$ cat src/rtl/fetch_unit_pkg.sv
// rtl/fetch_unit_pkg.sv - shared fetch-stage types and constants
package fetch_unit_pkg;

    typedef enum logic [1:0] {
        FS_IDLE = 2'd0,
        FS_REQ  = 2'd1,
        FS_KILL = 2'd2
    } fetch_state_t;

    localparam logic [7:0] NOP_INSTR        = 8'h00;
    localparam logic [7:0] DEFAULT_RESET_PC = 8'h00;

    typedef struct packed {
        logic [7:0] pc;
        logic [7:0] instr;
    } fetch_entry_t;

endpackage

$ cat src/rtl/fetch_fifo.sv
// rtl/fetch_fifo.sv - prefetch FIFO of {pc, instr} entries with push/pop/clear
module fetch_fifo
    import fetch_unit_pkg::*;
#(
    parameter int DEPTH = 2
) (
    input  logic                   i_clk,
    input  logic                   i_rst,
    input  logic                   i_push,
    input  fetch_entry_t           i_push_data,
    input  logic                   i_pop,
    input  logic                   i_clear,
    output logic [$clog2(DEPTH):0] o_count,
    output logic                   o_head_valid,
    output fetch_entry_t           o_head_data
);

    localparam int PW = $clog2(DEPTH);
    localparam int CW = PW + 1;

    fetch_entry_t  r_mem [DEPTH];
    logic [PW-1:0] r_wr_ptr;
    logic [PW-1:0] r_rd_ptr;
    logic [CW-1:0] r_count;

    // Storage carries no reset; entries are only visible through r_count.
    always_ff @(posedge i_clk) begin
        if (i_push) begin
            r_mem[r_wr_ptr] <= i_push_data;
        end
    end

    always_ff @(posedge i_clk) begin
        if (i_rst || i_clear) begin
            r_wr_ptr <= '0;
            r_rd_ptr <= '0;
            r_count  <= '0;
        end else begin
            if (i_push) begin
                r_wr_ptr <= r_wr_ptr + PW'(1);
            end
            if (i_pop) begin
                r_rd_ptr <= r_rd_ptr + PW'(1);
            end
            r_count <= r_count + CW'(i_push) - CW'(i_pop);
        end
    end

    assign o_count      = r_count;
    assign o_head_valid = (r_count != '0);
    assign o_head_data  = r_mem[r_rd_ptr];

endmodule

$ cat src/rtl/fetch_unit.sv
// rtl/fetch_unit.sv - instruction fetch stage: fetch PC, imem request FSM, prefetch FIFO
module fetch_unit
    import fetch_unit_pkg::*;
#(
    parameter logic [7:0] RESET_PC   = DEFAULT_RESET_PC,
    parameter int         FIFO_DEPTH = 2
) (
    input  logic       i_clk,
    input  logic       i_rst,
    output logic       o_imem_req,
    output logic [7:0] o_imem_addr,
    input  logic       i_imem_ready,
    input  logic [7:0] i_imem_rdata,
    input  logic       i_id_write_en,
    input  logic       i_redirect,
    input  logic [7:0] i_redirect_pc,
    output logic       o_if_valid,
    output logic [7:0] o_pc_out,
    output logic [7:0] o_instr_out
);

    localparam int CW = $clog2(FIFO_DEPTH) + 1;

    fetch_state_t  r_state;
    fetch_state_t  w_state_next;
    logic [7:0]    r_fetch_pc;
    logic [7:0]    w_fetch_pc_next;
    logic [7:0]    r_imem_addr;
    logic          w_issue;
    logic          w_push;
    logic          w_pop;
    logic          w_head_valid;
    logic          w_has_space;
    logic [CW-1:0] w_count;
    logic [CW-1:0] w_count_next;
    fetch_entry_t  w_push_entry;
    fetch_entry_t  w_head;

    assign w_pop        = w_head_valid && i_id_write_en && !i_redirect;
    assign w_push       = (r_state == FS_REQ) && i_imem_ready && !i_redirect;
    assign w_push_entry = {r_imem_addr, i_imem_rdata};
    assign w_count_next = i_redirect ? '0 : (w_count + CW'(w_push) - CW'(w_pop));
    assign w_has_space  = (w_count_next < CW'(FIFO_DEPTH));

    // Every new request is issued at the updated fetch PC, so the address
    // register simply captures w_fetch_pc_next whenever w_issue is raised.
    always_comb begin
        w_state_next    = r_state;
        w_fetch_pc_next = r_fetch_pc;
        w_issue         = 1'b0;
        case (r_state)
            FS_IDLE: begin
                if (i_redirect) begin
                    w_fetch_pc_next = i_redirect_pc;
                    w_state_next    = FS_REQ;
                    w_issue         = 1'b1;
                end else if (w_has_space) begin
                    w_state_next = FS_REQ;
                    w_issue      = 1'b1;
                end
            end
            FS_REQ: begin
                if (i_imem_ready && !i_redirect) begin
                    w_fetch_pc_next = r_imem_addr + 8'd1;
                    w_issue         = w_has_space;
                    w_state_next    = w_has_space ? FS_REQ : FS_IDLE;
                end else if (i_imem_ready) begin
                    w_fetch_pc_next = i_redirect_pc;
                    w_issue         = 1'b1;
                end else if (i_redirect) begin
                    w_fetch_pc_next = i_redirect_pc;
                    w_state_next    = FS_KILL;
                end
            end
            FS_KILL: begin
                if (i_redirect) begin
                    w_fetch_pc_next = i_redirect_pc;
                end
                if (i_imem_ready) begin
                    w_state_next = FS_REQ;
                    w_issue      = 1'b1;
                end
            end
            default: begin
                w_state_next = FS_IDLE;
            end
        endcase
    end

    always_ff @(posedge i_clk) begin
        if (i_rst) begin
            r_state     <= FS_IDLE;
            r_fetch_pc  <= RESET_PC;
            r_imem_addr <= 8'h00;
        end else begin
            r_state    <= w_state_next;
            r_fetch_pc <= w_fetch_pc_next;
            if (w_issue) begin
                r_imem_addr <= w_fetch_pc_next;
            end
        end
    end

    fetch_fifo #(
        .DEPTH (FIFO_DEPTH)
    ) u_fifo (
        .i_clk        (i_clk),
        .i_rst        (i_rst),
        .i_push       (w_push),
        .i_push_data  (w_push_entry),
        .i_pop        (w_pop),
        .i_clear      (i_redirect),
        .o_count      (w_count),
        .o_head_valid (w_head_valid),
        .o_head_data  (w_head)
    );

    assign o_imem_req  = (r_state != FS_IDLE);
    assign o_imem_addr = r_imem_addr;
    assign o_if_valid  = w_head_valid;
    assign o_pc_out    = w_head_valid ? w_head.pc : 8'h00;
    assign o_instr_out = w_head_valid ? w_head.instr : NOP_INSTR;

endmodule

$ cat config.mk
export PLATFORM = sky130hd
export DESIGN_NAME = fetch_unit
export DESIGN_NICKNAME = d
export VERILOG_FILES = /design/src/rtl/fetch_unit_pkg.sv /design/src/rtl/fetch_fifo.sv /design/src/rtl/fetch_unit.sv
export SDC_FILE = /design/constraint.sdc
export NUM_CORES = 1
export LEC_CHECK = 0
export CORE_MARGIN = 8
export CORE_UTILIZATION = 29
export DETAILED_ROUTE_END_ITERATION = 10
export GPL_ROUTABILITY_DRIVEN = 0
export PLACE_DENSITY = 0.47
export SETUP_SLACK_MARGIN = 0.02
export SLEW_MARGIN = 20
export SYNTH_ARGS = -nofsm -noshare
export SYNTH_HDL_FRONTEND = slang
export SYNTH_SLANG_ARGS = --single-unit
$ cat constraint.sdc
create_clock -name i_clk -period 6.9 [get_ports i_clk]
set_clock_uncertainty 0.15 [all_clocks]
set_input_delay 0.69 -clock i_clk [delete_from_list [all_inputs] [get_ports i_clk]]
set_output_delay 0.69 -clock i_clk [all_outputs]
set_load 0.03 [all_outputs]
# After elaboration in Yosys (flattened, before gate mapping)

Memories as Yosys holds them, arrays and structs flattened. A register that Yosys moved wholly into a read port is not among the register bits.
Cells that the tools add are included.

RAM bits: 32
Register bits: 22
Input port bits: 21
Memories: 1
Word-level logic and storage cells: 55
Output and inout bits: 26

Memories:

| name         | depth | bits a word | rd ports | clocked after memory_dff | wr ports | RTL line         | text |
|---|---|---|---|---|---|---|---|
| u_fifo.r_mem | 2     | 16          | 1        | 1                        | 1        | fetch_fifo.sv:21 | `fetch_entry_t r_mem [DEPTH];` |

Mux-type cells: 24
Equal/unequal tests: 6
Add/subtract/negate cells: 5
$lt $le $gt $ge: 1
Reduce and logical (&&, ||, !) cells: 12

Operators with widths:

| cell                                                                   | number |
|---|---|
| 8-bit two-way mux                                                      | 5 |
| 8-bit one-hot mux with 2 select lines                                  | 1 |
| 2-bit two-way mux                                                      | 7 |
| 1-bit two-way mux                                                      | 9 |
| 8-bit by 1-bit adder with 8-bit output (second input constant)         | 1 |
| 3-bit by 2-bit != test with 1-bit output (second input constant)       | 2 |
| 2-bit one-hot mux with 3 select lines                                  | 1 |
| 1-bit logical AND                                                      | 5 |
| 4-bit AND reduction                                                    | 1 |
| 2-bit nonzero test                                                     | 2 |
| 3-bit != test (second input constant)                                  | 1 |
| 1-bit one-hot mux with 3 select lines                                  | 1 |
| 1-bit adder (second input constant)                                    | 2 |
| 2-bit by 1-bit adder with 2-bit output                                 | 1 |
| 2-bit by 1-bit equality test with 1-bit output (second input constant) | 1 |
| 2-bit equality test (second input constant)                            | 1 |
| 2-bit logical NOT                                                      | 1 |
| 2-bit less-than comparator (second input constant)                     | 1 |
| 2-bit != test (second input constant)                                  | 1 |
| 2-bit OR reduction                                                     | 1 |
| 2-bit by 1-bit subtractor with 2-bit output                            | 1 |
| 1-bit logical NOT                                                      | 1 |
| 1-bit logical OR                                                       | 1 |

# Longest topological paths before layout

Gate-level depths: netlist of run 1.

Depth after elaboration: 10
Depth in mapped cells: 13
Mapped depth without buffers: 12

# Hierarchy

From an unflattened synthesis of run 1, not the netlist that was laid out.

Cells, all modules: 236
Area, all modules: 2708.8 um2

By module, submodules not included:

| module     | times used | sequential area each (um2) | cells an instance | area an instance (um2) |
|---|---|---|---|---|
| fetch_fifo | 1          | 1061.0                     | 70                | 1428.9 |
| fetch_unit | 1          | 360.3                      | 166               | 1280.0 |

# Least setup slack after synthesis of run 1

No wires, ideal clock.

Path kind: input -> register
Start point: input port i_redirect
End point: register r_imem_addr[0], in the netlist o_imem_addr[0]
Library setup time: 0.080 ns
Data required time: 6.670 ns
Slack: 3.972 ns
Data arrival time: 2.699 ns
Path buffers: 3
Stages: 12
Cells stage by stage: buf_2 > buf_1 > nor2_1 > ha_1 > inv_1 > ha_1 > xnor3_2 > nor2_1 > o31ai_4 > buf_6 > nor2_1 > a211oi_2

Elaborated cells on any way between the ends: 16
Those cells by class: add/sub (2); order compare (1); mux (9); reduce/logical (4)

RTL lines:

| element                                       | RTL line         | text |
|---|---|---|
| from (decl)                                   | fetch_unit.sv:15 | `input logic i_redirect,` |
| 1-bit logical NOT *                           | fetch_unit.sv:39 | `assign w_pop = w_head_valid && i_id_write_en && !i_redirect;` |
| 1-bit logical AND *                           | fetch_unit.sv:39 |  |
| via u_fifo.i_pop                              | fetch_fifo.sv:11 | `input logic i_pop,` |
| 2-bit by 1-bit subtractor with 2-bit output * | fetch_unit.sv:42 | `assign w_count_next = i_redirect ? '0 : (w_count + CW'(w_push) - CW'(w_pop));` |
| 2-bit two-way mux *                           | fetch_unit.sv:42 |  |
| 2-bit less-than comparator *                  | fetch_unit.sv:43 | `assign w_has_space = (w_count_next < CW'(FIFO_DEPTH));` |
| 1-bit two-way mux                             | fetch_unit.sv:57 | `end else if (w_has_space) begin` |
| 1-bit two-way mux                             | fetch_unit.sv:53 | `if (i_redirect) begin` |
| 1-bit one-hot mux with 3 select lines *       | fetch_unit.sv:51 | `case (r_state)` |
| to (signal assigned)                          | fetch_unit.sv:99 | `r_imem_addr <= w_fetch_pc_next;` |
| to (decl)                                     | fetch_unit.sv:28 | `logic [7:0] r_imem_addr;` |

The timed path passes the listed nets; every way through them passes the cells marked *.
A chain may end at the register's enable or synchronous reset.

# Worst setup path in the final report of run 1

Start point: input port i_imem_ready
End point: register r_imem_addr[2], in the netlist o_imem_addr[2]

Longest elaborated chain between the ends: 9
Elaborated cells on any way between the ends: 15
Those cells by class: add/sub (2); order compare (1); mux (9); reduce/logical (3)

Ends and longest elaborated chain:

| element                                     | RTL line         | text |
|---|---|---|
| from (decl)                                 | fetch_unit.sv:12 | `input logic i_imem_ready,` |
| 1-bit logical AND (2 in series)             | fetch_unit.sv:40 | `assign w_push = (r_state == FS_REQ) && i_imem_ready && !i_redirect;` |
| 2-bit by 1-bit adder with 2-bit output      | fetch_unit.sv:42 |  |
| 2-bit by 1-bit subtractor with 2-bit output | fetch_unit.sv:42 |  |
| 2-bit two-way mux                           | fetch_unit.sv:42 |  |
| 2-bit less-than comparator                  | fetch_unit.sv:43 |  |
| 1-bit two-way mux                           | fetch_unit.sv:57 |  |
| 1-bit two-way mux                           | fetch_unit.sv:53 |  |
| 1-bit one-hot mux with 3 select lines       | fetch_unit.sv:51 |  |

Several ways; a longest one is shown, not always the timed one.

==> summary.txt, run 1 <==
Drt
  – Routed Antenna Nets: 0
  – # DRC: 0
  – WL/cell: ~15 um
  – Vias/cell: about 4.6
  – Via count: between 1500 and 2000
  – Final wirelength: 5.52 mm
  – DRT Pass-1 Iters: 4
  – DR iter-0 viols: between 80 and 90

Setup path
  – CP max-delay cell: clkdlybuf4s50_1
  – Setup slack, reg-to-reg: 3480 ps
  – Crit Path Class: in -> reg
  – Delay-heaviest family, CP: buffers and inverters
  – CP endpoint kind: flip-flop
  – Data required time of the worst path: between 6000 and 7000 ps
  – CP max stage delay: about 750 ps
  – Critical Path AT: 3770 ps
  – Crit-path cells: clkdlybuf4s50_1, nor2b_1, nand2_1, ha_1, inv_1, ha_1, xnor3_2, nor2_1, o31ai_4, mux2i_1, nor2_1
  – Startpoint types: primary input
  – Critical-path maximum fanout: 14
  – Worst path bufs/invs: 2

Synth
  – Mapped Cells: around 220
  – Post-Synthesis Cell Area: approximately 2500 um2
  – Post-synth EDFFs: 32
  – Number of distinct library cells after synthesis: 43
  – FFs w/ async S/R, synth: 0
  – Synthesis-stage register bit count: 55
  – Synth area leaders: edfxtp_1 (38%), dfxtp_1 (18%), mux2i_1 (9.6%)
  – Syn Area/Cell: 11.2 um2
  – Sequential-to-total area share from yosys stat: 0.568
  – Area leader, netlist: edfxtp_1
  – Proportion of netlist area held by the largest area contributor: 0.384
  – Total number of yosys warnings: 0
  – Post-synth top flop: edfxtp_1
  – Syn nets: ~250

Global route
  – Largest net degree at the start of global routing: 31
  – Vias in the first global route: 1676
  – First-pass GRT wire length: 9.08 mm
  – Initial antenna violation count: 0
  – Total Routing Usage GR: 0.0970
  – Remaining Overflow, GRT: 0

Finish
  – Reg area: 1420 um2
  – Filler cells: ~860
  – Area Overhead vs Synth: 27.9%
  – Share of post-route cells with drive strength above 1: 0.0709
  – Final #Nets: between 200 and 300
  – Multi-input gate area in the final layout: roughly 1000 um2
  – # diodes: 0

Die
  – Top Ports: 47
  – Core area: 8550 um2
  – Die height: approximately 110 um
  – Die W: ~110 um
  – Num rows: 34
  – Starting Density: 0.293
  – Die area: about 12000 um2

Timing
  – Final hold slack: approximately 410 ps
  – Fin. Hold Viols: 0
  – Max-slew violations: 0
  – Final TNS setup: 0 ps
  – Setup violations, final: 0
  – RSZ-0062 raised after global routing: false
  – Max Fclk: about 270 MHz
  – Least-Margin Pin Slew: ~960 ps
  – Worst relative slew slack: 0.359
  – Tmin final: about 3800 ps
  – Fin crit share: 0.545

Power and ir drop
  – VDD IR max: 0.0839 mV
  – PD cells: 226 nW/um2
  – Leakage: 1.11 nW
  – Tot Pwr: around 0.72 mW

Clocking
  – CTS sink count: 55
  – H-tree level count: 2
  – Post-CTS Setup Bufs: 0
  – CTS tree: yes
  – Clk_lat worst skew: 300 ps
  – Post-CTS Hold Fix Bufs: 0
  – Num CTS Buffers: 5
  – Clock Pin Slew Worst Setup and Hold Paths: around 100 ps
  – Root Driver: clkbuf_8
  – Post-CTS sizing: 0
  – Max Buffers Root-to-Sink: 2

Flow run
  – Max cap viols: 0

Status
  – Status: completed

Min path
  – Min-delay worst type: reg -> reg

Place
  – Dpl hpwl: 3.90 mm
  – Port bufs: 46
==> state kept, by name (all words and copies together), names as in the netlist, named ones only <==
signal           cells
u_fifo.o_count       2
r_state              2
u_fifo.r_mem        32
o_imem_addr          8
u_fifo.r_wr_ptr      1
r_fetch_pc           8
u_fifo.r_rd_ptr      1
==> cell usage in the layout, fill, tap and decap left out, types with 5 or more instances in the layout <==
master and instances:
clkdlybuf4s50_1 46, nor2_1 44, edfxtp_1 32, mux2i_1 24
dfxtp_1 23, nor3_1 9, nand2_1 7, a21oi_1 7
nor2b_1 6, nand3_1 5, clkbuf_8 5
==> routing by layer <==
| metal | part of all wire | up-vias | GRT usage |
|---|---|---|---|
| met5 | 0 | - | 0 |
| met2 | 0.45 | 40 | 0.155 |
| met1 | 0.48 | 794 | 0.125 |
| li1 | - | 888 | - |
| met3 | 0.061 | 5 | 0.0301 |
| met4 | 0.010 | 0 | 0.0235 |
==> power breakdown <==
| part | total, mW | internal (mW) | switching, mW |
|---|---|---|---|
| registers | 0.379 | 0.362 | 0.0169 |
| clock network | 0.246 | 0.145 | 0.101 |
| logic | 0.0972 | 0.0451 | 0.0520 |
| total | 0.722 | 0.552 | 0.170 |
==> through the flow <==
| step | instances | instance area [um2] | setup slack, ps | util |
|---|---|---|---|---|
| 2_1_floorplan | 223 | 2500 | 3970 | - |
| 3_3_place_gp | 368 | 3070 | 2870 | 0.359 |
| 3_5_place_dp | 368 | 3070 | 2800 | 0.359 |
| 4_1_cts | 376 | 3200 | 3120 | 0.374 |
| 5_1_grt | 376 | 3200 | 2910 | 0.374 |
| 6_report | 376 | 3200 | 3140 | 0.374 |
==> worst register-to-register path, delay by kind of cell, from the launching register on <==
| family | cells | cell delay [ps] |
|---|---|---|
| adder cells (fa/ha/maj) | 2 | 510 |
| multiplexers | 1 | 260 |
| XOR/XNOR | 1 | 240 |
| AND/OR/NAND/NOR | 4 | 800 |
| buffers and inverters | 1 | 30 |
| AO/OA/AOI/OAI | 1 | 630 |
| flip-flops | 1 | 670 |
==> cell usage after synthesis, types with 5 or more instances <==
| cell type | count |
|---|---|
| nor2b_1 | 6 |
| nand2_1 | 7 |
| nor3_1 | 9 |
| a21oi_1 | 7 |
| clkbuf_1 | 6 |
| edfxtp_1 | 32 |
| nand3_1 | 5 |
| mux2i_1 | 24 |
| dfxtp_1 | 23 |
| nor2_1 | 44 |
==> cell families (layout without fill, tap and decap cells) <==
family                     count (synthesis)  count (layout)  synth area share
and+or+nand+nor                           84              84             0.155
DFF                                       55              55             0.568
AOI/OAI and AO/OA                         34              34             0.106
muxes                                     25              25             0.101
buffers and inverters                     16              61            0.0290
xor gates and xnor gates                   6               6            0.0270
adders and majority gates                  3               3            0.0150
==> path summary, 6_finish.rpt <==
check	from	end	cells after the start
setup / recovery	i_imem_ready	o_imem_addr[2]	11
hold / removal	o_imem_addr[6]	u_fifo.r_mem[0][14]	0
setup reg to reg	r_state[0]	o_imem_addr[2]	10
hold reg to reg	o_imem_addr[6]	u_fifo.r_mem[0][14]	0
==> final cells by class <==
type	instances	share of cell area
clock buffers	6	0.0227
clock inverters	2	0.0188
inverters	3	0.00352
multi-input cells	152	0.315
flip-flops and latches	55	0.444
well taps	108	0.0423
repair buffers	50	0.153
Power figures use the tool's default switching activity.
==> inputs of run 2 (changes only) <==
--- a/config.mk
+++ b/config.mk
@@ -9,7 +9,7 @@
 export CORE_UTILIZATION = 29
 export DETAILED_ROUTE_END_ITERATION = 10
 export GPL_ROUTABILITY_DRIVEN = 0
-export PLACE_DENSITY = 0.47
+export PLACE_DENSITY = 0.48
 export SETUP_SLACK_MARGIN = 0.02
 export SLEW_MARGIN = 20
 export SYNTH_ARGS = -nofsm -noshare
==> constraint.sdc (replaced) <==
create_clock -name i_clk -period 3.4 [get_ports i_clk]
set_clock_uncertainty 0.15 [all_clocks]
set_input_delay 0.34 -clock i_clk [delete_from_list [all_inputs] [get_ports i_clk]]
set_output_delay 0.34 -clock i_clk [all_outputs]
set_load 0.03 [all_outputs]
==> run 2 against run 1 <==
Compared with the run above: sequential power increased by 100%; clock power increased by 49%; via count grew 4.7%; highest routed layer unchanged.
==> summary.txt, run 2 (synthesized netlist as in run 1, its figures left out) <==
Setup path
  – Worst path bufs/invs: 3 (+1)
  – Crit Path Class: in -> reg
  – Startpoint types: primary input
  – Setup slack, reg-to-reg: 830 ps (-2650 ps)
  – Crit-path cells: clkdlybuf4s50_1, nor2b_1, nand2_1, ha_1, inv_1, ha_1, xnor3_2, nor2_1, o31ai_4, buf_4, mux2i_1, nor2_1
  – Critical Path AT: 2610 ps (-1160 ps)
  – Data required time of the worst path: 3410 ps (-3500 ps)
  – RR Endpoint: o_imem_addr[3]
  – CP max stage delay: 490 ps (-260 ps)
  – Worst r2r path cells: 11 (+1)
  – CP max-delay cell: clkdlybuf4s50_1
  – Delay-heaviest family, CP: buffers and inverters
  – Critical-path maximum fanout: 14 (unchanged)
  – Worst r2r src: r_state[1]
  – CP endpoint kind: flip-flop

Finish
  – Finished Layout Cells: 383 (+1.9%)
  – # diodes: 0 (unchanged)
  – Share of post-route cells with drive strength above 1: 0.0982 (+0.0273)
  – Final #Nets: 298 (+2.4%)
  – Area Overhead vs Synth: 28.2%
  – Most frequent cells in the layout: clkdlybuf4s50_1 (46), nor2_1 (44), edfxtp_1 (32)
  – Most common cell after layout, fill and taps aside: clkdlybuf4s50_1
  – Max FFs per register: 32 (unchanged)
  – Reg with most FFs: u_fifo.r_mem
  – Cell area after layout: 3210 um2 (+0.27%)

Clocking
  – Num CTS Buffers: 5 (unchanged)
  – Root Driver: clkbuf_8
  – CTS tree: yes
  – Post-CTS sizing: 0 (unchanged)
  – CTS sink count: 55 (unchanged)
  – Post-CTS Hold Fix Bufs: 0 (unchanged)
  – Post-CTS Setup Bufs: 0 (unchanged)
  – Clk_lat worst skew: 310 ps (about the same)
  – Clock Pin Slew Worst Setup and Hold Paths: 100 ps (about the same)
  – Max Buffers Root-to-Sink: 2 (unchanged)
  – H-tree level count: 2 (unchanged)

Drt
  – DR iter-0 viols: 90 (+3.4%)
  – Final wirelength: 5.77 mm (+4.5%)
  – Routed Antenna Nets: 0 (unchanged)
  – Vias/cell: 4.72 (+2.8%)
  – Via count: 1809 (+4.7%)
  – WL/cell: 15.1 um (+2.6%)
  – # DRC: 0 (unchanged)
  – DRT Pass-1 Iters: 4 (unchanged)

Power and ir drop
  – VDD IR max: 0.143 mV (+70%)
  – PD cells: 418 nW/um2 (+85%)
  – Leakage: 1.12 nW (+0.79%)

Global route
  – Initial antenna violation count: 0 (unchanged)
  – Total Routing Usage GR: 0.0983 (+0.00124)
  – Largest net degree at the start of global routing: 26 (-16%)
  – Vias in the first global route: 1795 (+7.1%)
  – Remaining Overflow, GRT: 0 (unchanged)
  – First-pass GRT wire length: 9.20 mm (+1.4%)

Timing
  – Final WS setup: 802 ps (-2340 ps)
  – Final TNS setup: 0 ps (unchanged)
  – Setup violations, final: 0 (unchanged)
  – RSZ-0062 raised after global routing: false
  – Fin. Hold Viols: 0 (unchanged)
  – Worst relative slew slack: 0.340 (-0.0188)
  – Max-slew violations: 0 (unchanged)
  – Max Fclk: approximately 380 MHz
  – Least-Margin Pin Slew: 986 ps (+28.1 ps)
  – Tmin final: between 2000 and 3000 ps
  – Fin crit share: 0.764

Min path
  – Hold endpoint: u_fifo.r_mem[0][13]
  – Min-delay worst type: reg -> reg
  – Hold-critical path depth: 0 (unchanged)
  – Min-delay src: o_imem_addr[5]

Die
  – Top Ports: 47 (unchanged)
  – Die W: 109 um (unchanged)
  – Starting Density: 0.293 (unchanged)
  – Num rows: 34 (unchanged)
  – Die area: 11900 um2 (unchanged)
  – Core area: 8550 um2 (unchanged)
  – Die height: 109 um (unchanged)

Place
  – Placed insts: 375 (+1.9%)
  – Dpl hpwl: 3.98 mm (+2.1%)
  – Place WS: 466 ps (-2330 ps)
  – Port bufs: 46 (unchanged)
  – Post-DP Area: 3120 um2 (+1.7%)

Status
  – Status: completed

Flow run
  – Max cap viols: 0 (unchanged)
run 2: worst max path at each step:
| stage | from | endpoint | slack (ps) | depth (start not counted) |
|---|---|---|---|---|
| after floorplan | u_fifo.o_count[1] | o_imem_addr[0] | 650 | 13 |
| after global placement | i_redirect | o_imem_addr[3] | 530 | 12 |
| after detailed placement | i_redirect | o_imem_addr[2] | 470 | 12 |
| after CTS | i_redirect | o_imem_addr[3] | 800 | 12 |
| after global routing | i_redirect | o_imem_addr[5] | 640 | 12 |
| final | i_redirect | o_imem_addr[3] | 800 | 12 |
run 2: per-layer routing:
metal | up-vias | global-route usage | part of all wire
li1 | 904 | - | -
met1 | 851 | 0.132 | 0.50
met2 | 49 | 0.151 | 0.43
met3 | 5 | 0.0266 | 0.053
met4 | 0 | 0.0283 | 0.0088
met5 | - | 0 | 0
run 2: power breakdown:
| group | internal (mW) | total [mW] | leakage (nW) | switching (mW) |
|---|---|---|---|---|
| combinational | 0.0975 | 0.211 | 0.596 | 0.113 |
| clock | 0.144 | 0.367 | 0.0402 | 0.223 |
| sequential | 0.734 | 0.764 | 0.484 | 0.0297 |
run 2: stage by stage:
stage,power (mW),hold WS (ps),util
after global placement,0.990,391,0.365
after detailed placement,0.991,387,0.365
after CTS,1.36,399,0.375
after floorplan,0.898,262,-
after global routing,1.40,404,0.375
final,1.34,395,0.375
run 2: worst register-to-register path: stages (launching register included):
cell     delay [ps]
dfxtp_1         460
nor2b_1         220
nand2_1         100
ha_1            280
inv_1            40
ha_1            180
xnor3_2         240
nor2_1           70
o31ai_4         210
buf_4           240
mux2i_1         200
nor2_1           50
run 2: cell type report:
type	instances	area (um2)
inverter	3	11.3
tap	108	135
clock buffer	5	68.8
multi-input combinational	152	1010
sequential	55	1420
clock inverter	3	20.0
timing repair buffer	57	543
fill	872	5340
==> inputs of run 3 (changes only) <==
--- a/config.mk
+++ b/config.mk
@@ -9,7 +9,7 @@
 export CORE_UTILIZATION = 29
 export DETAILED_ROUTE_END_ITERATION = 10
 export GPL_ROUTABILITY_DRIVEN = 0
-export PLACE_DENSITY = 0.48
+export PLACE_DENSITY = 0.47
 export SETUP_SLACK_MARGIN = 0.02
 export SLEW_MARGIN = 20
 export SYNTH_ARGS = -nofsm -noshare
==> constraint.sdc (replaced) <==
create_clock -name i_clk -period 2.4 [get_ports i_clk]
set_clock_uncertainty 0.15 [all_clocks]
set_input_delay 0.24 -clock i_clk [delete_from_list [all_inputs] [get_ports i_clk]]
set_output_delay 0.24 -clock i_clk [all_outputs]
set_load 0.03 [all_outputs]
==> run 3 against run 2 <==
Compared with the run above: die area is the same; non-clock buffer count rose by 13; cell area rose by 7.3%; total power up 46%; hold slack got worse by 200 ps; sequential power grew 40%; first-iteration DRC count up 12%; clock-buffer cell count did not move; critical path depth grew 1; cell count grew 3.4%.
==> summary.txt, run 3 (synthesized netlist as in run 1, its figures left out) <==
Drt
  – WL met2: 2.70 mm (+7.6%)
  – DRT Pass-1 Iters: 6 (+2)
  – Vias/cell: 4.62 (-2.2%)
  – Via count: 1829 (+1.1%)
  – Top routing layer in use: met4
  – WL met3: 245 um (-20%)
  – # DRC: 0 (unchanged)
  – WL/cell: 15.1 um (+0.10%)
  – Post-route met1 wirelength: 2.97 mm (+2.4%)
  – DR iter-0 viols: 101 (+12%)
  – Routed Antenna Nets: 0 (unchanged)
  – Final wirelength: 5.97 mm (+3.5%)

Clocking
  – Clock Pin Slew Worst Setup and Hold Paths: 100 ps (about the same)
  – Num CTS Buffers: 5 (unchanged)
  – Clk_lat worst skew: 300 ps (about the same)
  – Post-CTS Hold Fix Bufs: 0 (unchanged)
  – CTS tree: yes
  – H-tree level count: 2 (unchanged)
  – CTS sink count: 55 (unchanged)
  – Max Buffers Root-to-Sink: 2 (unchanged)
  – Root Driver: clkbuf_8

Global route
  – Remaining Overflow, GRT: 0 (unchanged)
  – Vias in the first global route: 1697 (-5.5%)
  – Total Routing Usage GR: 0.0978 (-0.000436)
  – Largest net degree at the start of global routing: 27 (+3.8%)
  – Initial antenna violation count: 0 (unchanged)
  – First-pass GRT wire length: 9.03 mm (-1.9%)

Finish
  – Max FFs per register: 32 (unchanged)
  – # diodes: 0 (unchanged)
  – Final #Nets: 311 (+4.4%)
  – Cell area after layout: 3440 um2 (+7.3%)
  – Most common cell after layout, fill and taps aside: clkdlybuf4s50_1
  – Reg with most FFs: u_fifo.r_mem
  – Filler cells: 844 (-3.2%)
  – Share of post-route cells with drive strength above 1: 0.188 (+0.0893)
  – Most frequent cells in the layout: clkdlybuf4s50_1 (43), nor2_1 (41), edfxtp_1 (32)
  – Area Overhead vs Synth: 37.6%
  – Post-Route Utilization: 0.402 (+0.0274)

Setup path
  – Crit-path cells: nor2_4, inv_4, nand2_4, nor2_4, ha_4, inv_2, ha_2, xnor3_2, nor2_4, o31ai_4, buf_12, nor2_1, a211oi_1
  – CP max stage delay: 350 ps (-140 ps)
  – Cell seen most often among critical-path stages: nor2_4
  – CP Launch Point: u_fifo.o_count[0]
  – Data required time of the worst path: 2480 ps (-930 ps)
  – Crit Path Class: reg -> reg
  – CP endpoint kind: flip-flop
  – Critical-path maximum fanout: 7 (-7)
  – Critical Path AT: 2420 ps (-190 ps)
  – Startpoint types: flip-flop
  – CP max-delay cell: dfxtp_2
  – Worst r2r src: u_fifo.o_count[0]

Power and ir drop
  – PD cells: 569 nW/um2 (+36%)
  – Sw Share: 0.274 (+0.00154)
  – Clk pwr share: 0.270 (-0.004)
  – Flop pwr share: 0.547 (-0.022)
  – Pint: 1.42 mW (+46%)
  – Combinational power share: 0.183 (+0.026)
  – Leakage: 1.25 nW (+12%)
  – VDD IR max: 0.295 mV (+110%)
  – Sw Pwr: 0.536 mW (+47%)

Timing
  – RSZ-0062 raised after global routing: true
  – Tmin final: 2340 ps
  – Worst relative slew slack: 0.683 (+0.342)
  – Max-slew violations: 0 (unchanged)
  – Fin. Hold Viols: 0 (unchanged)
  – Final hold slack: 198 ps (-197 ps)
  – Setup violations, final: 0 (unchanged)
  – Fin crit share: 0.976
  – Max Fclk: approximately 430 MHz
  – Least-Margin Pin Slew: 476 ps (-510 ps)

Status
  – Status: completed

Die
  – Core area: 8550 um2 (unchanged)
  – Starting Density: 0.293 (unchanged)
  – Top Ports: 47 (unchanged)
  – Num rows: 34 (unchanged)
  – Die area: 11900 um2 (unchanged)
  – Die height: 109 um (unchanged)
  – Die W: 109 um (unchanged)

Place
  – Port bufs: 46 (unchanged)
  – Post-DP Area: 3270 um2 (+4.9%)
  – Dpl hpwl: 4.11 mm (+3.4%)

Flow run
  – Max cap viols: 0 (unchanged)

Min path
  – Min-delay src: i_imem_ready
  – Min-delay worst type: in -> reg
[run 3: cell types whose count changed in the layout (fill, tap and decap cells not counted), moves of 3 or more]
cell,change
buf_4,+10
buf_12,+3
clkdlybuf4s50_1,-3
nor2_1,-3
nor2_4,+3
[run 3: timing repair]
| item | CTS | global route |
|---|---|---|
| setup buffers | 0 | 2 |
| hold endpoints to repair | 0 | 0 |
| endpoints found under the setup margin | 0 | 8 |
| gates resized for setup | 0 | 12 |
[run 3: layout make-up]
class | instances | area [um2] | area share
sequential | 55 | 1420 | 0.413
multi-input combinational | 152 | 1080 | 0.314
timing repair buffer | 70 | 698 | 0.203
tap | 108 | 135 | 0.0393
clock buffer | 5 | 68.8 | 0.0200
clock inverter | 3 | 22.5 | 0.00655
inverter | 3 | 13.8 | 0.00400
[run 3: power groups by stage]
stage / Clock [mW] / Combinational, mW / Sequential, mW
3_5_place_dp: 0 / 0.344 / 1.09
2_1_floorplan: 0 / 0.163 / 1.12
6_report: 0.528 / 0.358 / 1.07
3_3_place_gp: 0 / 0.345 / 1.09
4_1_cts: 0.549 / 0.346 / 1.07
5_1_grt: 0.584 / 0.386 / 1.08
[run 3: stage by stage]
step	TNS (ps)	instances	power, mW	setup slack (ps)
2_1_floorplan	0	223	1.28	53.2
3_3_place_gp	-1790	385	1.44	-263
3_5_place_dp	-2050	385	1.44	-296
4_1_cts	0	393	1.97	34.2
5_1_grt	-127	396	2.05	-61.0
6_report	0	396	1.96	57.9
[run 3: per-layer routing]
| metal | global-route usage | up-vias |
|---|---|---|
| met2 | 0.153 | 41 |
| met1 | 0.133 | 852 |
| met3 | 0.0213 | 5 |
| met4 | 0.0283 | 0 |
| met5 | 0 | - |
| li1 | - | 931 |
[run 3: final timing paths]
| path | endpoint | slack (ps) | cells after the start |
|---|---|---|---|
| worst min-delay path | r_state[1] | 200 | 3 |
| worst min register to register | u_fifo.r_rd_ptr | 410 | 2 |
| worst max-delay path | o_imem_addr[6] | 60 | 13 |
| worst max register to register | o_imem_addr[6] | 60 | 13 |
[run 3: critical path: cells and delay by family, from the launching register on]
family	cells	cell delay (ps)
compound gates	2	530
xor+xnor	1	250
fa+ha+maj	2	410
buf+inv	3	250
flops	1	350
simple gates	5	330
